### config.mk
export PLATFORM = sky130hd
export DESIGN_NAME = vram_scanout
export DESIGN_NICKNAME = d
export VERILOG_FILES = /design/src/rtl/vram_scanout.sv
export SDC_FILE = /design/constraint.sdc
export NUM_CORES = 1
export LEC_CHECK = 0
export BUFFER_PORTS_ARGS = -buffer_cell sky130_fd_sc_hd__buf_2
export CORE_MARGIN = 1
export CORE_UTILIZATION = 25
export CTS_BUF_LIST = sky130_fd_sc_hd__clkbuf_4
export CTS_CLUSTER_DIAMETER = 30
export CTS_CLUSTER_SIZE = 14
export DETAILED_ROUTE_END_ITERATION = 8
export SYNTH_ARGS = -nofsm -noshare
export SYNTH_HDL_FRONTEND = slang
export SYNTH_SLANG_ARGS = --single-unit
### constraint.sdc
create_clock -name clk -period 4.4 [get_ports clk]
set_input_delay 0.88 -clock clk [delete_from_list [all_inputs] [get_ports clk]]
set_output_delay 0.88 -clock clk [all_outputs]
set_load 0.02 [all_outputs]
### src/rtl/vram_scanout.sv
// rtl/vram_scanout.sv - VGA-style raster scanout from 32-bit VRAM words, four 8-bit pixels per word
module vram_scanout #(
  parameter int          H_ACTIVE  = 640,
  parameter int          H_FP      = 16,
  parameter int          H_SYNC    = 96,
  parameter int          H_BP      = 48,
  parameter int          V_ACTIVE  = 480,
  parameter int          V_FP      = 10,
  parameter int          V_SYNC    = 2,
  parameter int          V_BP      = 33,
  parameter logic [31:0] BASE_ADDR = 32'h0
) (
  input  logic        clk,
  input  logic        rst,
  input  logic        enable,
  output logic        vram_re,
  output logic [31:0] vram_raddr,
  input  logic [31:0] vram_rdata,
  output logic        hsync,
  output logic        vsync,
  output logic        de,
  output logic [7:0]  pixel,
  output logic        frame_start
);

  localparam int H_TOTAL = H_ACTIVE + H_FP + H_SYNC + H_BP;
  localparam int V_TOTAL = V_ACTIVE + V_FP + V_SYNC + V_BP;
  localparam int HW      = $clog2(H_TOTAL);
  localparam int VW      = $clog2(V_TOTAL);

  logic [HW-1:0] hcnt;
  logic [VW-1:0] vcnt;
  logic [31:0]   ptr;

  logic h_last, v_last, active, fetch, hs_zone, vs_zone;

  assign h_last  = (hcnt == HW'(H_TOTAL - 1));
  assign v_last  = (vcnt == VW'(V_TOTAL - 1));
  assign active  = (hcnt < HW'(H_ACTIVE)) && (vcnt < VW'(V_ACTIVE));
  assign fetch   = active && (hcnt[1:0] == 2'd0);
  assign hs_zone = (hcnt >= HW'(H_ACTIVE + H_FP)) && (hcnt < HW'(H_ACTIVE + H_FP + H_SYNC));
  assign vs_zone = (vcnt >= VW'(V_ACTIVE + V_FP)) && (vcnt < VW'(V_ACTIVE + V_FP + V_SYNC));

  // rst gates the strobe so the read port is idle without waiting for an edge
  assign vram_re    = enable && !rst && fetch;
  assign vram_raddr = ptr;

  always_ff @(posedge clk or posedge rst) begin
    if (rst) begin
      hcnt <= '0;
      vcnt <= '0;
      ptr  <= BASE_ADDR;
    end else if (!enable) begin
      hcnt <= '0;
      vcnt <= '0;
      ptr  <= BASE_ADDR;
    end else begin
      if (h_last) begin
        hcnt <= '0;
        vcnt <= v_last ? '0 : vcnt + VW'(1);
      end else begin
        hcnt <= hcnt + HW'(1);
      end
      if (h_last && v_last)
        ptr <= BASE_ADDR;
      else if (vram_re)
        ptr <= ptr + 32'd1;
    end
  end

  // Stage 1: timing flags for the position one cycle back; read data arrives now
  logic       s1_de, s1_hs, s1_vs, s1_fs, s1_re;
  logic [1:0] s1_lane;
  logic [31:8] word_q;
  logic [7:0] lane_byte;

  always_ff @(posedge clk or posedge rst) begin
    if (rst) begin
      s1_de   <= 1'b0;
      s1_hs   <= 1'b1;
      s1_vs   <= 1'b1;
      s1_fs   <= 1'b0;
      s1_re   <= 1'b0;
      s1_lane <= 2'd0;
      word_q  <= '0;
    end else if (!enable) begin
      s1_de   <= 1'b0;
      s1_hs   <= 1'b1;
      s1_vs   <= 1'b1;
      s1_fs   <= 1'b0;
      s1_re   <= 1'b0;
      s1_lane <= 2'd0;
    end else begin
      s1_de   <= active;
      s1_hs   <= !hs_zone;
      s1_vs   <= !vs_zone;
      s1_fs   <= (hcnt == '0) && (vcnt == '0);
      s1_re   <= vram_re;
      s1_lane <= hcnt[1:0];
      if (s1_re)
        word_q <= vram_rdata[31:8];
    end
  end

  // Lane 0 comes straight from the read port; lanes 1-3 from the held word
  always_comb begin
    lane_byte = 8'h00;
    case (s1_lane)
      2'd0: lane_byte = vram_rdata[7:0];
      2'd1: lane_byte = word_q[15:8];
      2'd2: lane_byte = word_q[23:16];
      2'd3: lane_byte = word_q[31:24];
      default: lane_byte = 8'h00;
    endcase
  end

  always_ff @(posedge clk or posedge rst) begin
    if (rst) begin
      hsync       <= 1'b1;
      vsync       <= 1'b1;
      de          <= 1'b0;
      pixel       <= 8'h00;
      frame_start <= 1'b0;
    end else if (!enable) begin
      hsync       <= 1'b1;
      vsync       <= 1'b1;
      de          <= 1'b0;
      pixel       <= 8'h00;
      frame_start <= 1'b0;
    end else begin
      hsync       <= s1_hs;
      vsync       <= s1_vs;
      de          <= s1_de;
      pixel       <= s1_de ? lane_byte : 8'h00;
      frame_start <= s1_fs;
    end
  end

endmodule

; ---- Word level (Yosys, flattened, before mapping)
; Cells that the tools add are included.
[op_classes]
muxes = 21
eq_ne = 7
addsub = 3
n_reduce_logical = 16
magnitude_cmp = 6
[op_table]
columns = cell, count
row1 = two-way mux 32 bit, 3
row2 = two-way mux 10 bit, 5
row3 = "adder 32 x 1 -> 32 bit, second input constant", 1
row4 = one-hot mux 8 bit (4 select lines), 1
row5 = "adder 10 x 1 -> 10 bit, second input constant", 2
row6 = "equality test 10 bit, second input constant", 2
row7 = logical NOT 10 bit, 2
row8 = "less-than comparator 10 bit, second input constant", 2
row9 = "less-than comparator 10 x 9 -> 1 bit, second input constant", 2
row10 = two-way mux 8 bit, 2
row11 = ">= comparator 10 bit, second input constant", 1
row12 = ">= comparator 10 x 9 -> 1 bit, second input constant", 1
row13 = two-way mux 1 bit, 9
row14 = logical AND 1 bit, 8
row15 = "equality test 2 bit, second input constant", 2
row16 = logical NOT 2 bit, 2
row17 = logical NOT 1 bit, 3
row18 = "inequality test 3 x 1 -> 1 bit, second input constant", 1
row19 = "equality test 2 x 1 -> 1 bit, second input constant", 1
row20 = two-way mux 2 bit, 1
row21 = "inequality test 2 x 1 -> 1 bit, second input constant", 1
row22 = AND reduction 2 bit, 1
[totals]
out_inout_bits = 45
in_bits = 35
elab_cells = 68
regBits = 95

; ---- Depth between registers and ports, before layout
[depth]
ltp_word = 7
mapped_depth = 9
depth_no_buf = 7

; ---- Worst setup path after synthesis
; Ideal clock, no wire load.
[synth_timing]
path_type = input to output
from = input port rst
to = output port vram_re
required_time_ps = 3520
arrival_ps = 1701
stages = 2
path_slack_ps = 1819
cell_sequence = nand4bb_4 -> nor3_2
[synth_between]
elab_chain_cells = 3
[synth_rtl]
columns = item, line_no
row1 = from (decl), 14  ; input logic rst,
row2 = logical NOT 1 bit (no line), --
row3 = logical AND 1 bit (2 in a row), 45  ; assign vram_re = enable && !rst && fetch;
row4 = to (decl), 16  ; output logic vram_re,
; No other way between the ends.

; ---- Worst setup path in the final report
[layout_timing]
from = register hcnt[0]
to = output port vram_re
[layout_between]
elab_chain_cells = 4
[layout_rtl]
columns = item, line_no
row1 = from (decl), 31  ; logic [HW-1:0] hcnt;
row2 = from (signal assigned), 62  ; hcnt <= hcnt + HW'(1);
row3 = less-than comparator 10 bit, 39  ; assign active = (hcnt < HW'(H_ACTIVE)) && (vcnt < VW'(V_ACTIVE));
row4 = logical AND 1 bit, 39
row5 = logical AND 1 bit *, 40  ; assign fetch = active && (hcnt[1:0] == 2'd0);
row6 = logical AND 1 bit *, 45
; Mark *: on every way between the ends. The rest lies on a longest branch, timed or not.

==> flow_metrics.tcl <==
set metrics [dict create \
    avgRoutedWirePerCell_um 14.4 \
    period_share_pct 67.8 \
    cpMaxStageDelayCell "dfrtp_1" \
    cp.required_ps 3520 \
    status "complete, no violations" \
    skew_ps 19.0 \
    vias_per_cell 4.71 \
    ant_nets 0 \
    cts-hold-fix-buffers 0 \
    power.internal_mw 1.17 \
    gp_congestion 0.785 \
    insertion_delay_ps 460 \
    synth_cells 398 \
    grt_pass1_vias 3421 \
    route.detailed.drc 0 \
    crit_fanout 6 \
    fin_util_pct 30.0 \
    power_density_mw_per_mm2 309 \
    dr.first_iter.drc_count 231 \
    cts_tree "built" \
    die_w_um 136 \
    final_nets 511 \
    drive_above_1_share_pct 30.7 \
    clock-sinks 95 \
    design.core.area_mm2 0.0175 \
    synth_ff_type "dfrtp_1" \
    drtPass1Iterations 4 \
    fmax_mhz 335 \
    p_sw_uw 451 \
    initial_core_util_pct 25.8 \
    critical_path.top_delay_family "simple AND/OR/NAND/NOR gates" \
    end_kind "output port" \
    seq_power_share_pct 60.7 \
    rsz0062_at_grt "no" \
    clk_path_buf_depth 2 \
    final_hold_viol_count 0 \
    place_area_mm2 0.00512 \
    path_clk_slew_ps 170 \
    syn-num-nets 438 \
    start_kind "flip-flop" \
    num_io_pins 80 \
    synthArstFlopShare_pct 100 \
    clockRootBuffer "clkbuf_4" \
    fin_area_mm2 0.00525 \
    leakage_nw 2.37 \
    syn_area_per_cell_um2 11.3 \
    die_height_um 136 \
    synthDistinctLibCells 43 \
    p_comb_share_pct 10.7 \
    slew_headroom_pct 27.3 \
    period_needed_ps 2980 \
    hpwl_mm 7.05 \
    total_power_mw 1.62 \
    cp.arrival_ps 2100 \
    yosys.area.top_type_share_pct 50.5 \
    vias 3306 \
    synth-edff-count 0 \
    yosys.area.top_type "dfrtp_1" \
    grt_antenna_before_repair 1 \
    rows 48 \
    hold_class "reg2reg" \
    ys_seq_area_share_pct 52.8 \
    path_buf_inv 2 \
    worstPathCellList "inv_1 -> ha_1 -> nand4bb_4 -> nor3_2 -> buf_2" \
    maxCapViolCount 0 \
    p_sw_share_pct 27.8 \
    vdd_drop_max_v 0.000150 \
    post-cts-setup-buffer-count 0 \
    cts_inserted_buffers 9 \
    place.port_buffers 79 \
    synth-seq-cells 95 \
    yosys_warnings 0 \
    globalRouteOverflowTotal 0 \
    setup_viol 0 \
    ctsResizeCount 0 \
    setup-tns-final_ps 0 \
    critPathMaxStageDelay_ps 440 \
    wirelength_mm 10.1 \
    area_growth_pct 16.3 \
    track_usage_pct 11.6 \
    dieArea_mm2 0.0186 \
    synth_area_leaders "dfrtp_1 (50%), mux2_2 (6.0%), xor2_1 (5.4%)" \
    grt_max_degree 65 \
    p_clk_share_pct 28.6 \
    netlist_area_mm2 0.00451 \
    htreeDepth 3 \
    crit_type "reg2out" \
    grt_first_pass_wirelength_mm 16.8 \
    tightest_slew_ps 1090 \
    final_max_slew_viol_count 0 \
]
-- cell families after synthesis --
group,Yosys count,share of synthesized area (%)
flip-flops,95,52.8
buffers and inverters,28,2.83
XOR/XNOR,39,7.57
adder cells (fa/ha/maj),5,1.39
multiplexers,34,10.4
AND/OR/NAND/NOR,176,22.2
AO/OA/AOI/OAI,21,2.86
-- synth_stat cells (2+ instances only) --
library cell   n
dfrtp_1       91
nor2_1        53
xor2_1        28
nand4_1       25
mux2_2        24
nand3_1       22
nand2_1       14
and2_1        13
xnor2_1       11
a21oi_1        9
clkbuf_1       9
nor3_1         9
inv_1          8
mux4_2         8
or3_1          7
and3_1         6
buf_2          6
ha_1           5
o21ai_0        5
and4_1         4
dfstp_2        4
nor4_1         4
buf_1          3
nand2b_1       3
nor2b_1        3
a31o_2         2
buf_6          2
mux2i_1        2
nand4_2        2
nor4_2         2
nor4_4         2
-- per-stage QoR --
| stage | std cells | hold slack [ps] | worst slack (ps) |
|---|---|---|---|
| after global placement | 685 | 454 | 1500 |
| after detailed placement | 685 | 456 | 1460 |
| after CTS | 701 | 495 | 1380 |
| after global routing | 702 | 499 | 1270 |
| after floorplan | 398 | 434 | 1050 |
| final | 702 | 493 | 1420 |
-- power by group through the flow --
stage / registers (mW) / clock network, mW / logic [mW]
final: 0.985 / 0.464 / 0.174
after global placement: 0.997 / 0 / 0.171
after CTS: 0.986 / 0.481 / 0.179
after detailed placement: 1.00 / 0 / 0.179
after floorplan: 0.994 / 0 / 0.127
after global routing: 0.995 / 0.513 / 0.194
-- routing by layer --
layer	GRT usage [%]	routed length, um	vias to the layer above
met4	4.94	172	0
li1	-	-	1551
met3	2.57	433	15
met1	14.1	4500	1666
met2	19.5	4990	74
met5	0	0	-
-- layout by cell type (no fill, tap or decap), types with 4 or more instances in the layout --
master and count:
and3_1 6, buf_2 79, o21ai_0 5, a21oi_1 9, nor3_1 9, clkbuf_4 9, nor4_1 4, xnor2_1 11
mux2_2 24, nor2_1 53, xor2_1 28, nand4_1 25, ha_1 5, dfrtp_1 91, nand2_1 14, and2_1 13
or3_1 7, dfstp_2 4, and4_1 4, nand3_1 22, inv_1 7, mux4_2 8
-- state kept, by name, indices dropped and copies added, names as in the netlist --
register,cells
vram_raddr,32
word_q,24
hcnt,10
vcnt,10
pixel,8
s1_lane,2
de,1
frame_start,1
hsync,1
s1_de,1
s1_fs,1
s1_hs,1
s1_re,1
s1_vs,1
vsync,1
-- worst register-to-register path: cells and delay by family, from the launching register on --
family          cells  cell delay [ps]
simple gates        4             1480
buf+inv             1              100
fa+ha+maj           1              250
flops               1              440
compound gates      1              160
-- area by class of cell --
| class | instances | area, um2 |
|---|---|---|
| Sequential cell | 95 | 2380 |
| Antenna cell | 1 | 2.50 |
| Inverter | 8 | 31.3 |
| Multi-Input combinational cell | 275 | 2000 |
| Clock inverter | 7 | 63.8 |
| Timing Repair Buffer | 82 | 418 |
| Clock buffer | 9 | 67.6 |
| Tap cell | 225 | 282 |
| Fill cell | 1763 | 12200 |
-- final timing paths --
| check | startpoint | to | slack [ps] | cells after the start |
|---|---|---|---|---|
| worst min register to register | s1_fs | frame_start | 490 | 1 |
| min in group asynchronous | rst | hcnt[6] | 660 | 2 |
| worst max register to register | hcnt[0] | vram_raddr[23] | 1910 | 7 |
| worst min-delay path | s1_fs | frame_start | 490 | 1 |
| max in group asynchronous | rst | vram_raddr[2] | 2720 | 3 |
| worst max-delay path | hcnt[0] | vram_re | 1420 | 5 |
Power figures use the tool's default switching activity.
